===== src/rtl/row_stream_sequencer.sv =====
// Frame source sequencer: reads pixels row by row from a synchronous frame memory and streams
// them to the 3x3 filter over valid/ready, releasing rows after the preload only on row requests.
module row_stream_sequencer #(
  parameter int IMAGE_WIDTH  = 512,
  parameter int IW_BIT_NUM   = 9,
  parameter int ROW_BITS     = 10,
  parameter int ADDR_WIDTH   = 18,
  parameter int PRELOAD_ROWS = 3
) (
  input  logic                  clk,
  input  logic                  reset_n,
  input  logic                  start,
  input  logic [ADDR_WIDTH-1:0] frame_base,
  input  logic [ROW_BITS-1:0]   frame_rows,
  output logic                  busy,
  output logic                  done,
  output logic                  mem_rd_en,
  output logic [ADDR_WIDTH-1:0] mem_addr,
  input  logic [7:0]            mem_rd_data,
  output logic                  m_data_valid,
  output logic [7:0]            m_data,
  input  logic                  m_data_ready,
  input  logic                  row_req,
  output logic                  req_overflow
);

  typedef enum logic [2:0] {
    S_IDLE, S_ISSUE, S_ROW_END, S_WAIT_REQ, S_DRAIN, S_DONE
  } state_t;

  localparam logic [IW_BIT_NUM-1:0] LAST_COL = IW_BIT_NUM'(IMAGE_WIDTH - 1);
  localparam logic [ROW_BITS-1:0]   PRELOAD  = ROW_BITS'(PRELOAD_ROWS);

  state_t                state;
  logic [ADDR_WIDTH-1:0] addr;
  logic [IW_BIT_NUM-1:0] col;
  logic [ROW_BITS-1:0]   rows_issued;
  logic [ROW_BITS-1:0]   rows_total;
  logic [1:0]            pending;
  logic                  in_flight;
  logic [1:0]            fifo_cnt;
  logic [7:0]            head;
  logic [7:0]            tail;

  logic       pop;
  logic       push;
  logic [2:0] occ_sum;
  logic       credit_ok;
  logic       issue;
  logic       rows_remain;
  logic       in_preload;
  logic       req_live;
  logic       pend_dec;

  assign pop          = m_data_valid && m_data_ready;
  assign push         = in_flight;
  // Occupancy plus the read in flight must leave a free slot once this cycle's pop retires.
  assign occ_sum      = {1'b0, fifo_cnt} + {2'b00, in_flight};
  assign credit_ok    = occ_sum < (3'd2 + {2'b00, pop});
  assign issue        = (state == S_ISSUE) && credit_ok;
  assign rows_remain  = rows_issued != rows_total;
  assign in_preload   = rows_issued < PRELOAD;
  assign req_live     = row_req && (state inside {S_ISSUE, S_ROW_END, S_WAIT_REQ});
  // A row_req arriving in WAIT_REQ with nothing pending is consumed by its own grant (net zero).
  assign pend_dec     = ((state == S_ROW_END) && rows_remain && !in_preload && (pending != 2'd0)) ||
                        ((state == S_WAIT_REQ) && ((pending != 2'd0) || row_req));

  assign mem_rd_en    = issue;
  assign mem_addr     = addr;
  assign m_data_valid = fifo_cnt != 2'd0;
  assign m_data       = head;
  assign busy         = (state != S_IDLE) && (state != S_DONE);
  assign done         = state == S_DONE;

  // NOTE: sequential state uses non-blocking assignments so every register samples pre-edge values.
  always_ff @(posedge clk or negedge reset_n) begin
    if (!reset_n) begin
      state        <= S_IDLE;
      addr         <= '0;
      col          <= '0;
      rows_issued  <= '0;
      rows_total   <= '0;
      pending      <= 2'd0;
      req_overflow <= 1'b0;
    end else begin
      if (req_live && !pend_dec) begin
        if (pending == 2'd3) req_overflow <= 1'b1;
        else                 pending      <= pending + 2'd1;
      end else if (pend_dec && !req_live) begin
        pending <= pending - 2'd1;
      end

      case (state)
        S_IDLE: begin
          if (start) begin
            rows_total   <= frame_rows;
            addr         <= frame_base;
            col          <= '0;
            rows_issued  <= '0;
            pending      <= 2'd0;
            req_overflow <= 1'b0;
            state        <= (frame_rows == '0) ? S_DRAIN : S_ISSUE;
          end
        end
        S_ISSUE: begin
          if (issue) begin
            addr <= addr + ADDR_WIDTH'(1);
            if (col == LAST_COL) begin
              col         <= '0;
              rows_issued <= rows_issued + ROW_BITS'(1);
              state       <= S_ROW_END;
            end else begin
              col <= col + IW_BIT_NUM'(1);
            end
          end
        end
        S_ROW_END: begin
          if (!rows_remain)                       state <= S_DRAIN;
          else if (in_preload || pending != 2'd0) state <= S_ISSUE;
          else                                    state <= S_WAIT_REQ;
        end
        S_WAIT_REQ: begin
          if (pending != 2'd0 || row_req) state <= S_ISSUE;
        end
        S_DRAIN: begin
          if (fifo_cnt == 2'd0 && !in_flight) state <= S_DONE;
        end
        S_DONE:  state <= S_IDLE;
        default: state <= S_IDLE;
      endcase
    end
  end

  always_ff @(posedge clk or negedge reset_n) begin
    if (!reset_n) in_flight <= 1'b0;
    else          in_flight <= issue;
  end

  // Two-entry output buffer: head drives m_data, tail holds the next pixel.
  always_ff @(posedge clk or negedge reset_n) begin
    if (!reset_n) begin
      fifo_cnt <= 2'd0;
      head     <= 8'd0;
    end else begin
      case ({push, pop})
        2'b10: begin
          if (fifo_cnt == 2'd0) head <= mem_rd_data;
          fifo_cnt <= fifo_cnt + 2'd1;
        end
        2'b01: begin
          head     <= tail;
          fifo_cnt <= fifo_cnt - 2'd1;
        end
        2'b11:   head <= (fifo_cnt == 2'd1) ? mem_rd_data : tail;
        default: ;
      endcase
    end
  end

  // NOTE: tail is storage only (never visible before head loads it), so it carries no reset.
  always_ff @(posedge clk) begin
    if (push && ((!pop && fifo_cnt == 2'd1) || (pop && fifo_cnt == 2'd2))) tail <= mem_rd_data;
  end

endmodule


===== config.mk =====
export PLATFORM = sky130hd
export DESIGN_NAME = row_stream_sequencer
export DESIGN_NICKNAME = d
export VERILOG_FILES = /design/src/rtl/row_stream_sequencer.sv
export SDC_FILE = /design/constraint.sdc
export NUM_CORES = 1
export LEC_CHECK = 0
export CAP_MARGIN = 30
export CORE_ASPECT_RATIO = 1.5
export CORE_UTILIZATION = 40
export CTS_BUF_LIST = sky130_fd_sc_hd__clkbuf_16
export CTS_CLUSTER_DIAMETER = 40
export DETAILED_ROUTE_END_ITERATION = 16
export SYNTH_ARGS = -nofsm -noshare
export SYNTH_HDL_FRONTEND = slang
export SYNTH_SLANG_ARGS = --single-unit

===== constraint.sdc =====
create_clock -name clk -period 2.9 [get_ports clk]
set_input_delay 0.58 -clock clk [delete_from_list [all_inputs] [get_ports clk]]
set_output_delay 0.58 -clock clk [all_outputs]
set_load 0.02 [all_outputs]

* Yosys cells after proc, flatten, opt, wreduce, memory -nomap -nowiden
Cells that the tools add are included.
** Word-level totals
- RAM bits :: 0
- Memories kept :: 0
- Memory bits (read-only) :: 0
- Input bits :: 41
- Bits in latches :: 0
- Output and inout bits :: 31
- Register bits after elaboration :: 72
- Logic and storage cells :: 113
** Operators by class
- Div/mod/pow operators :: 0
- Add/subtract/negate cells :: 9
- $lt $le $gt $ge :: 2
- Eq/ne operators :: 20
- Bitwise gates (word level) :: 0
- Multiplexer cells :: 33
- Reductions and logical operators :: 38
- Shift operators :: 0
- Multiply operators :: 0
** Operators by type and width (count)
- 2-to-1 mux 18 bit :: 2
- case mux 18 bit (2 select lines) :: 1
- 2-to-1 mux 10 bit :: 3
- 2-to-1 mux 9 bit :: 3
- case mux 8 bit (3 select lines) :: 1
- 2-to-1 mux 3 bit :: 7
- case mux 10 bit (2 select lines) :: 1
- adder 18 x 1 -> 18 bit (second input constant) :: 1
- case mux 9 bit (2 select lines) :: 1
- 2-to-1 mux 8 bit :: 2
- case mux 3 bit (5 select lines) :: 1
- logical AND 1 bit :: 14
- 2-to-1 mux 2 bit :: 6
- adder 10 x 1 -> 10 bit (second input constant) :: 1
- zero test 10 bit :: 1
- less-than comparator 10 x 2 -> 1 bit (second input constant) :: 1
- != test 10 bit :: 1
- adder 9 x 1 -> 9 bit (second input constant) :: 1
- == test 9 bit (second input constant) :: 1
- nonzero test 3 bit :: 3
- == test 2 bit (second input constant) :: 4
- != test 2 bit (second input constant) :: 4
- nonzero test 2 bit :: 4
- == test 3 x 2 -> 1 bit (second input constant) :: 2
- other kinds (20) :: 36

* Depth between registers and ports, before layout
Gate-level depths: netlist of run 1.
- Depth in word-level cells :: 10
- Mapped depth :: 9
- Mapped depth without buffers :: 8

* Worst setup path before layout of run 1
No wires, ideal clock.
- Path type :: register to output
- From :: register fifo_cnt[0]
- To :: output mem_rd_en
- Required time :: 2.320 ns
- Stages on the path, launching flop included :: 6
- Arrival :: 1.638 ns
- Slack :: 0.682 ns
- Buffers on the path :: 0
- Cells stage by stage :: dfrtp_1 > inv_1 > ha_1 > or3b_2 > a21oi_4 > and2_1
** Between the ends
- Word-level cells in the longest chain between the ends :: 5
- Elaborated cells on any way between the ends :: 6
- Classes of those cells :: 2 x add/sub; 1 x order compare; 3 x reduce/logical
** Ends and longest elaborated chain
- start, declared :: RTL line 41 : logic [1:0] fifo_cnt;
- start signal, assigned :: RTL line 148 : fifo_cnt <= fifo_cnt + 2'd1;
- start signal, assigned :: RTL line 152 : fifo_cnt <= fifo_cnt - 2'd1;
- nonzero test 2 bit :: RTL line 70 : assign m_data_valid = fifo_cnt != 2'd0;
- logical AND 1 bit :: RTL line 55 : assign pop = m_data_valid && m_data_ready;
- adder 2 x 1 -> 3 bit :: RTL line 59 : assign credit_ok = occ_sum < (3'd2 + {2'b00, pop});
- less-than comparator 3 bit (*) :: RTL line 59
- logical AND 1 bit (*) :: RTL line 60 : assign issue = (state == S_ISSUE) && credit_ok;
- end, declared :: RTL line 17 : output logic mem_rd_en,
Every way passes the cells marked *; elsewhere a longest branch is shown, timed or not.

* Final worst setup path of run 1
Ends and elaborated chain as after synthesis.

==> results.md, run 1 <==
- First-pass DRT Iterations: 4
- R2R Setup Slk: 0.51 ns
- Core area: 9361 µm²
- CP Data Required Time: ~2.3 ns
- Avg Cell Area, Syn: 9.576 µm²
- Post-Synth Adder-Cell Area: 4.815%
- Num CTS Buffers: 9
- Die Height: 122.9 µm
- Synthesized instance count: 407
- Setup WS pre-CTS: -0.1388 ns
- Syn-to-layout area delta: 31.81%
- CP arrival: 2.22 ns
- Sequential fraction of the synthesis area: 47.26%
- Fin nets: 536
- Tmin final: 2.798 ns
- Critical path endpoint category: primary output
- Total global-route track usage: 18.84%
- Clock transition at path regs: 0.06 ns
- Ys async rst share: 88.89%
- First-pass GRT wire length: ~14000 µm
- Clk Tree Root Cell: clkbuf_16
- Period Utilization, post-route: 96.49%
- Status: finished clean
- Largest family of logic cells by synthesized area: simple AND/OR/NAND/NOR gates
- Initial antenna violation count: 0
- Yosys warning count: 0
- Mux cell area share after synthesis: 3.435%
- Layout cell share with drive strength beyond 1: 9.691%
- Worst VDD drop: 0.5729 mV
- Power Total: 5.432 mW
- DP HPWL: 6225 µm
- Largest delay share family, worst path: simple AND/OR/NAND/NOR gates
- Post-synthesis register bit count: 72
- Hold buffer count at cts: 0
- CTS tree: done
- Synth Area in XOR/XNOR: 6.067%
- Post-synth EDFFs: 8
- Footprint of the multi-input gates: 1923 µm²
- Number of fill cells in the layout: about 880
- Power density over the cells: 1057 nW/µm²
- Max incr delay on CP: roughly 0.51 ns
- I/O Buffers: 71
- Routed Antenna Nets: 0
- CP max FO: 4
- CP bufs+invs: 2
- Fmax achieved: 0.3574 GHz
- RSZ-0062 raised after global routing: false
- Fin. Hold Viols: 0
- Worst path cell trace: inv_1 -> ha_1 -> or3b_2 -> a21oi_4 -> and2_1 -> dlygate4sd2_1
- Clk buf depth: 2
- Worst-margin pin slew: just over 0.9 ns
- CTS H-tree depth: 3
- Max Cap Viol: 0
- Initial Util: 41.63%
- Boundary pin count: 72
- Antenna Cells: 0
- Synth unique cells: 53
- Startpoint type of the worst setup path: register
- Vias after detailed routing: 3250
- # DRC: 0
- Clock skew: about 0.0037 ns
- Commonest non-fill, non-tap cell in the layout: clkdlybuf4s50_1
- Slowest stage cell, crit path: or3b_2
- Routed WL per cell: between 10 and 15 µm
- Synth Net Count: 463
- Placer Congestion: 0.7773
- Setup violations, final: 0
- Slew HR: 38.88%
- P_leak: 2.207 nW
- Worst-Skew Late Latency: 0.33 ns
- Type of the worst min-delay path: input pin to async pin
- Reg area: around 1800 µm²
- Min setup slack post-route: 0.1017 ns
- Synth Cell Area: just under 4000 µm²
- Most frequent cells in the layout: clkdlybuf4s50_1 (69), dfrtp_1 (64), nand2_1 (42)
- Detailed Route WL: 8763 µm
- Class of the most critical setup path: register to primary output
- Vias in the first global route: 3114
- Largest net degree at the start of global routing: 65
- Via density: 5.444
- Die width: 82.60 µm
- Compound-gate portion of the synthesized area: 16.24%
- Grt total ovfl: 0
- Num rows: 43
- Initial DRC count: 166
- Fin. max-slew vios: 0
- Ys flop type: dfrtp_1
- Simple logic cell fraction of the synthesized area: 18.78%
- Clk sinks: 72
- Full die area: 10150 µm²
## layout make-up
type / instances / share of cell area (%)
multi-input cells: 303 / 37.43
flip-flops and latches: 72 / 35.85
clock inverters: 5 / 2.094
well taps: 112 / 2.728
repair buffers: 80 / 15.51
clock buffers: 11 / 5.358
inverters: 14 / 1.023
## synth_stat cells, types with 2 or more instances
master / number / area, µm²
dfrtp_1: 64 / 1602
nand2_1: 42 / 157.7
nor2_1: 37 / 138.9
a21oi_1: 28 / 140.1
o21ai_0: 28 / 140.1
xor2_1: 22 / 192.7
nand3_1: 20 / 100.1
ha_1: 15 / 187.7
inv_1: 14 / 52.55
clkbuf_1: 11 / 41.29
mux2_2: 11 / 123.9
a22oi_1: 10 / 75.07
nand4_1: 9 / 56.30
and3_1: 8 / 50.05
edfxtp_1: 8 / 240.2
nor3_1: 7 / 35.03
nor4_1: 7 / 43.79
o22ai_1: 5 / 31.28
xnor2_1: 5 / 43.79
buf_2: 4 / 20.02
o22a_1: 4 / 35.03
and2_1: 3 / 18.77
o21ai_1: 3 / 15.01
o31ai_1: 3 / 22.52
or3_1: 3 / 18.77
a21o_1: 2 / 15.01
a31o_2: 2 / 17.52
a31oi_1: 2 / 12.51
a41oi_1: 2 / 17.52
buf_4: 2 / 15.01
nand2b_1: 2 / 12.51
nor2b_1: 2 / 12.51
o211ai_1: 2 / 15.01
## report_power, final
part / switching [mW] / internal (mW) / total [mW]
clock network: 0.436 / 0.948 / 1.38
logic: 1.31 / 1.06 / 2.37
registers: 0.318 / 1.36 / 1.68
## final timing paths
kind / from / to / cells after the start
min reg2reg: col[8] / col[8] / 2
max in group asynchronous: reset_n / col[2] / 2
max: fifo_cnt[0] / mem_rd_en / 6
min in group clk: col[8] / col[8] / 2
min: reset_n / m_data[5] / 2
max reg2reg: fifo_cnt[0] / mem_addr[3] / 9
## state kept, by name, summed over array words and instances (netlist names)
name          count
rows_issued      10
tail              8
mem_addr         18
req_overflow      1
fifo_cnt          2
col               9
rows_total       10
m_data            8
in_flight         1
state             3
pending           2
## through the flow
stage          utilization, %  area (µm²)  hold slack [ns]  setup TNS [ns]  std cells
3_5_place_dp            50.80        4756           0.4628         -0.1388        581
6_report                54.88        5137           0.2603               0        597
5_1_grt                 54.88        5137           0.2903               0        597
2_1_floorplan               -        3897           0.2844               0        407
3_3_place_gp            50.80        4756           0.4573         -0.1111        581
4_1_cts                 54.88        5137           0.2679               0        597
## worst register-to-register path, cell delays in order (launching register included)
cell and delay, ns:
dfrtp_1 0.41, inv_1 0.09, ha_1 0.24, or3b_2 0.51, a21oi_4 0.16, buf_4 0.15, a21o_1 0.28, buf_12 0.21
o21ai_0 0.10, a22oi_1 0.16
## layer usage
| metal | global-route usage [%] | share of wire, % | up-vias |
|---|---|---|---|
| li1 | - | - | 1602 |
| met1 | 22.14 | 43 | 1548 |
| met2 | 32.59 | 51 | 86 |
| met4 | 7.974 | 1.7 | 0 |
| met5 | 0 | 0 | - |
| met3 | 3.985 | 4.6 | 14 |
## cells by family after synthesis
group           Yosys count
mux                      12
compound gates          100
fa+ha+maj                15
simple gates            149
xor+xnor                 27
flops                    72
buf+inv                  32
## what timing repair did
action / in CTS / in global routing
setup endpoints to repair: 1 / 0
buffers inserted: 0 / 0
gates resized for setup: 1 / 0
Power figures use the tool's default switching activity.
==> run 2: changes to the inputs <==
- PLACE_DENSITY_LB_ADDON: not set -> 0.3
- RECOVER_POWER: not set -> 100
==> results.md, run 2 (synthesis gave the netlist of run 1 again) <==
- Vias after detailed routing: 3268 (+0.55%)
- Full die area: 10150 µm² (unchanged)
- Power density over the cells: 1001 nW/µm² (-5.3%)
- Antenna Cells: 0 (unchanged)
- Period Utilization, post-route: 95.23% (-1.3 points)
- Number of instances in the placed design: 580 (-0.17%)
- RSZ-0062 raised after global routing: false
- Worst-Skew Late Latency: 0.33 ns (about the same)
- CP arrival: 2.18 ns (-0.04 ns)
- Startpoint type of the worst setup path: register
- P_leak: 2.144 nW (-2.9%)
- Detailed Route WL: 8766 µm (about the same)
- Via density: 5.483 (+0.72%)
- Fin nets: 535 (-0.19%)
- Power Total: 5.001 mW (-7.9%)
- First-pass DRT Iterations: 4 (unchanged)
- Routed Antenna Nets: 0 (unchanged)
- Layout Cells excl Fill: 596 (-0.17%)
- CP max FO: 4 (unchanged)
- CP Data Required Time: 2.32 ns (about the same)
- Slew HR: 13.99% (-25 points)
- Fin. max-slew vios: 0 (unchanged)
- CTS H-tree depth: 3 (unchanged)
- Max incr delay on CP: 0.47 ns (-0.04 ns)
- Die width: 82.60 µm (unchanged)
- Slowest stage cell, crit path: or3b_2
- Status: finished clean
- Worst VDD drop: 0.4878 mV (-15%)
- Grt total ovfl: 0 (unchanged)
- Seq pwr share: 33.4% (+2.5 points)
- Fin. Hold Viols: 0 (unchanged)
- # DRC: 0 (unchanged)
- # Post-CTS Setup Buffers: 0 (unchanged)
- Class of the most critical setup path: register to primary output
- Clk Tree Root Cell: clkbuf_16
- Placer Congestion: 0.7768 (about the same)
- Max Cap Viol: 0 (unchanged)
- Sw Ratio: 40.73% (+2.7 points)
- Commonest non-fill, non-tap cell in the layout: dfrtp_1
- CTS tree: done
- Num rows: 43 (unchanged)
- Setup violations, final: 0 (unchanged)
- Clock skew: 0.006768 ns (+0.003039 ns)
- Clock transition at path regs: 0.06 ns (about the same)
- Flip-flop count of the largest register after layout: 18 (unchanged)
- Num CTS Buffers: 9 (unchanged)
- DP HPWL: 6266 µm (+0.66%)
- Most frequent cells in the layout: dfrtp_1 (64), nand2_1 (42), dlygate4sd3_1 (39)
- R2R Setup Slk: 0.25 ns (-0.26 ns)
- Layout cell share with drive strength beyond 1: 7.851% (-1.8 points)
- Boundary pin count: 72 (unchanged)
- Routed WL per cell: 14.71 µm (+0.20%)
- Clk sinks: 72 (unchanged)
- Worst path cell trace: inv_1 -> ha_1 -> or3b_2 -> a21oi_1 -> and2_1 -> clkdlybuf4s15_1
- Internal: 2.964 mW (-12%)
- Die Height: 122.9 µm (unchanged)
- I/O Buffers: 71 (unchanged)
- Worst-margin pin slew: 1.290 ns (+0.3734 ns)
- Combinational share of power: 44.8% (+1.2 points)
- Clk pwr share: 21.8% (-3.7 points)
- First-pass GRT wire length: 14870 µm (+3.2%)
- Syn-to-layout area delta: 28.12%
- Hold buffer count at cts: 0 (unchanged)
- Initial DRC count: 149 (-10%)
- Fmax achieved: 0.3621 GHz (+1.3%)
- Type of the worst min-delay path: register to register
- Total global-route track usage: 19.62% (+0.78 points)
- Largest net degree at the start of global routing: 46 (-29%)
- Vias in the first global route: 3247 (+4.3%)
- Initial Util: 41.63% (unchanged)
- Clk buf depth: 2 (unchanged)
- Psw: 2.037 mW (-1.4%)
- Critical path endpoint category: primary output
- Core area: 9361 µm² (unchanged)
- Initial antenna violation count: 0 (unchanged)
- Tmin final: 2.762 ns (-0.03667 ns)
==> run 2: final timing paths <==
check,startpoint,to,cells past startpoint
max in group asynchronous,reset_n,m_data[1],2
hold / removal,col[8],col[8],2
hold reg to reg,col[8],col[8],2
setup reg to reg,fifo_cnt[0],mem_addr[8],9
setup / recovery,fifo_cnt[0],mem_rd_en,6
min in group asynchronous,reset_n,mem_addr[1],1
==> run 2: routing by layer <==
layer  vias up  routed length, µm  GRT usage [%]
met2        91               4510          33.37
li1       1614                  -              -
met3        13                453          4.723
met4         0                184          9.052
met1      1550               3617          22.89
met5         -                  0              0
==> run 2: final cells by class <==
cell class              instances  area [µm²]
fillers                       872        4368
well taps                     112       140.1
clock buffers                   9       225.2
inverters                      14       52.55
clock inverters                 7       70.07
repair buffers                 79       757.0
flip-flops and latches         72        1842
multi-input cells             303        1907
==> run 2: what timing repair did <==
item | CTS | global route
gates resized for setup | 1 | 1
endpoints found under the setup margin | 1 | 1
gates cloned | 0 | 0
pin swaps | 0 | 0
==> run 2: power by group through the flow <==
stage,combinational [mW],clock (mW),sequential (mW)
finish,2.24,1.09,1.67
global route,2.51,1.17,1.73
CTS,2.40,1.12,1.68
detailed placement,2.39,0,1.69
global placement,2.33,0,1.68
floorplan,1.37,0,1.83
==> run 2: metrics by stage <==
step | util (%) | setup WS, ns | setup TNS (ns) | cell area, µm² | hold slack (ns)
2_1_floorplan | - | 0.6824 | 0 | 3897 | 0.2844
3_3_place_gp | 50.59 | -0.1107 | -0.1107 | 4736 | 0.4577
3_5_place_dp | 50.59 | -0.1260 | -0.1260 | 4736 | 0.4628
4_1_cts | 53.73 | 0.06656 | 0 | 5030 | 0.2384
5_1_grt | 53.34 | 0.01776 | 0 | 4994 | 0.4983
6_report | 53.34 | 0.1383 | 0 | 4994 | 0.4685
==> run 2: worst max-delay path, delay by kind of cell, from the launching register on <==
kind / cells / cell delay (ns)
AND/OR/NAND/NOR: 2 / 0.63
flip-flops: 1 / 0.42
buffers and inverters: 2 / 0.38
adder cells (fa/ha/maj): 1 / 0.24
AO/OA/AOI/OAI: 1 / 0.17
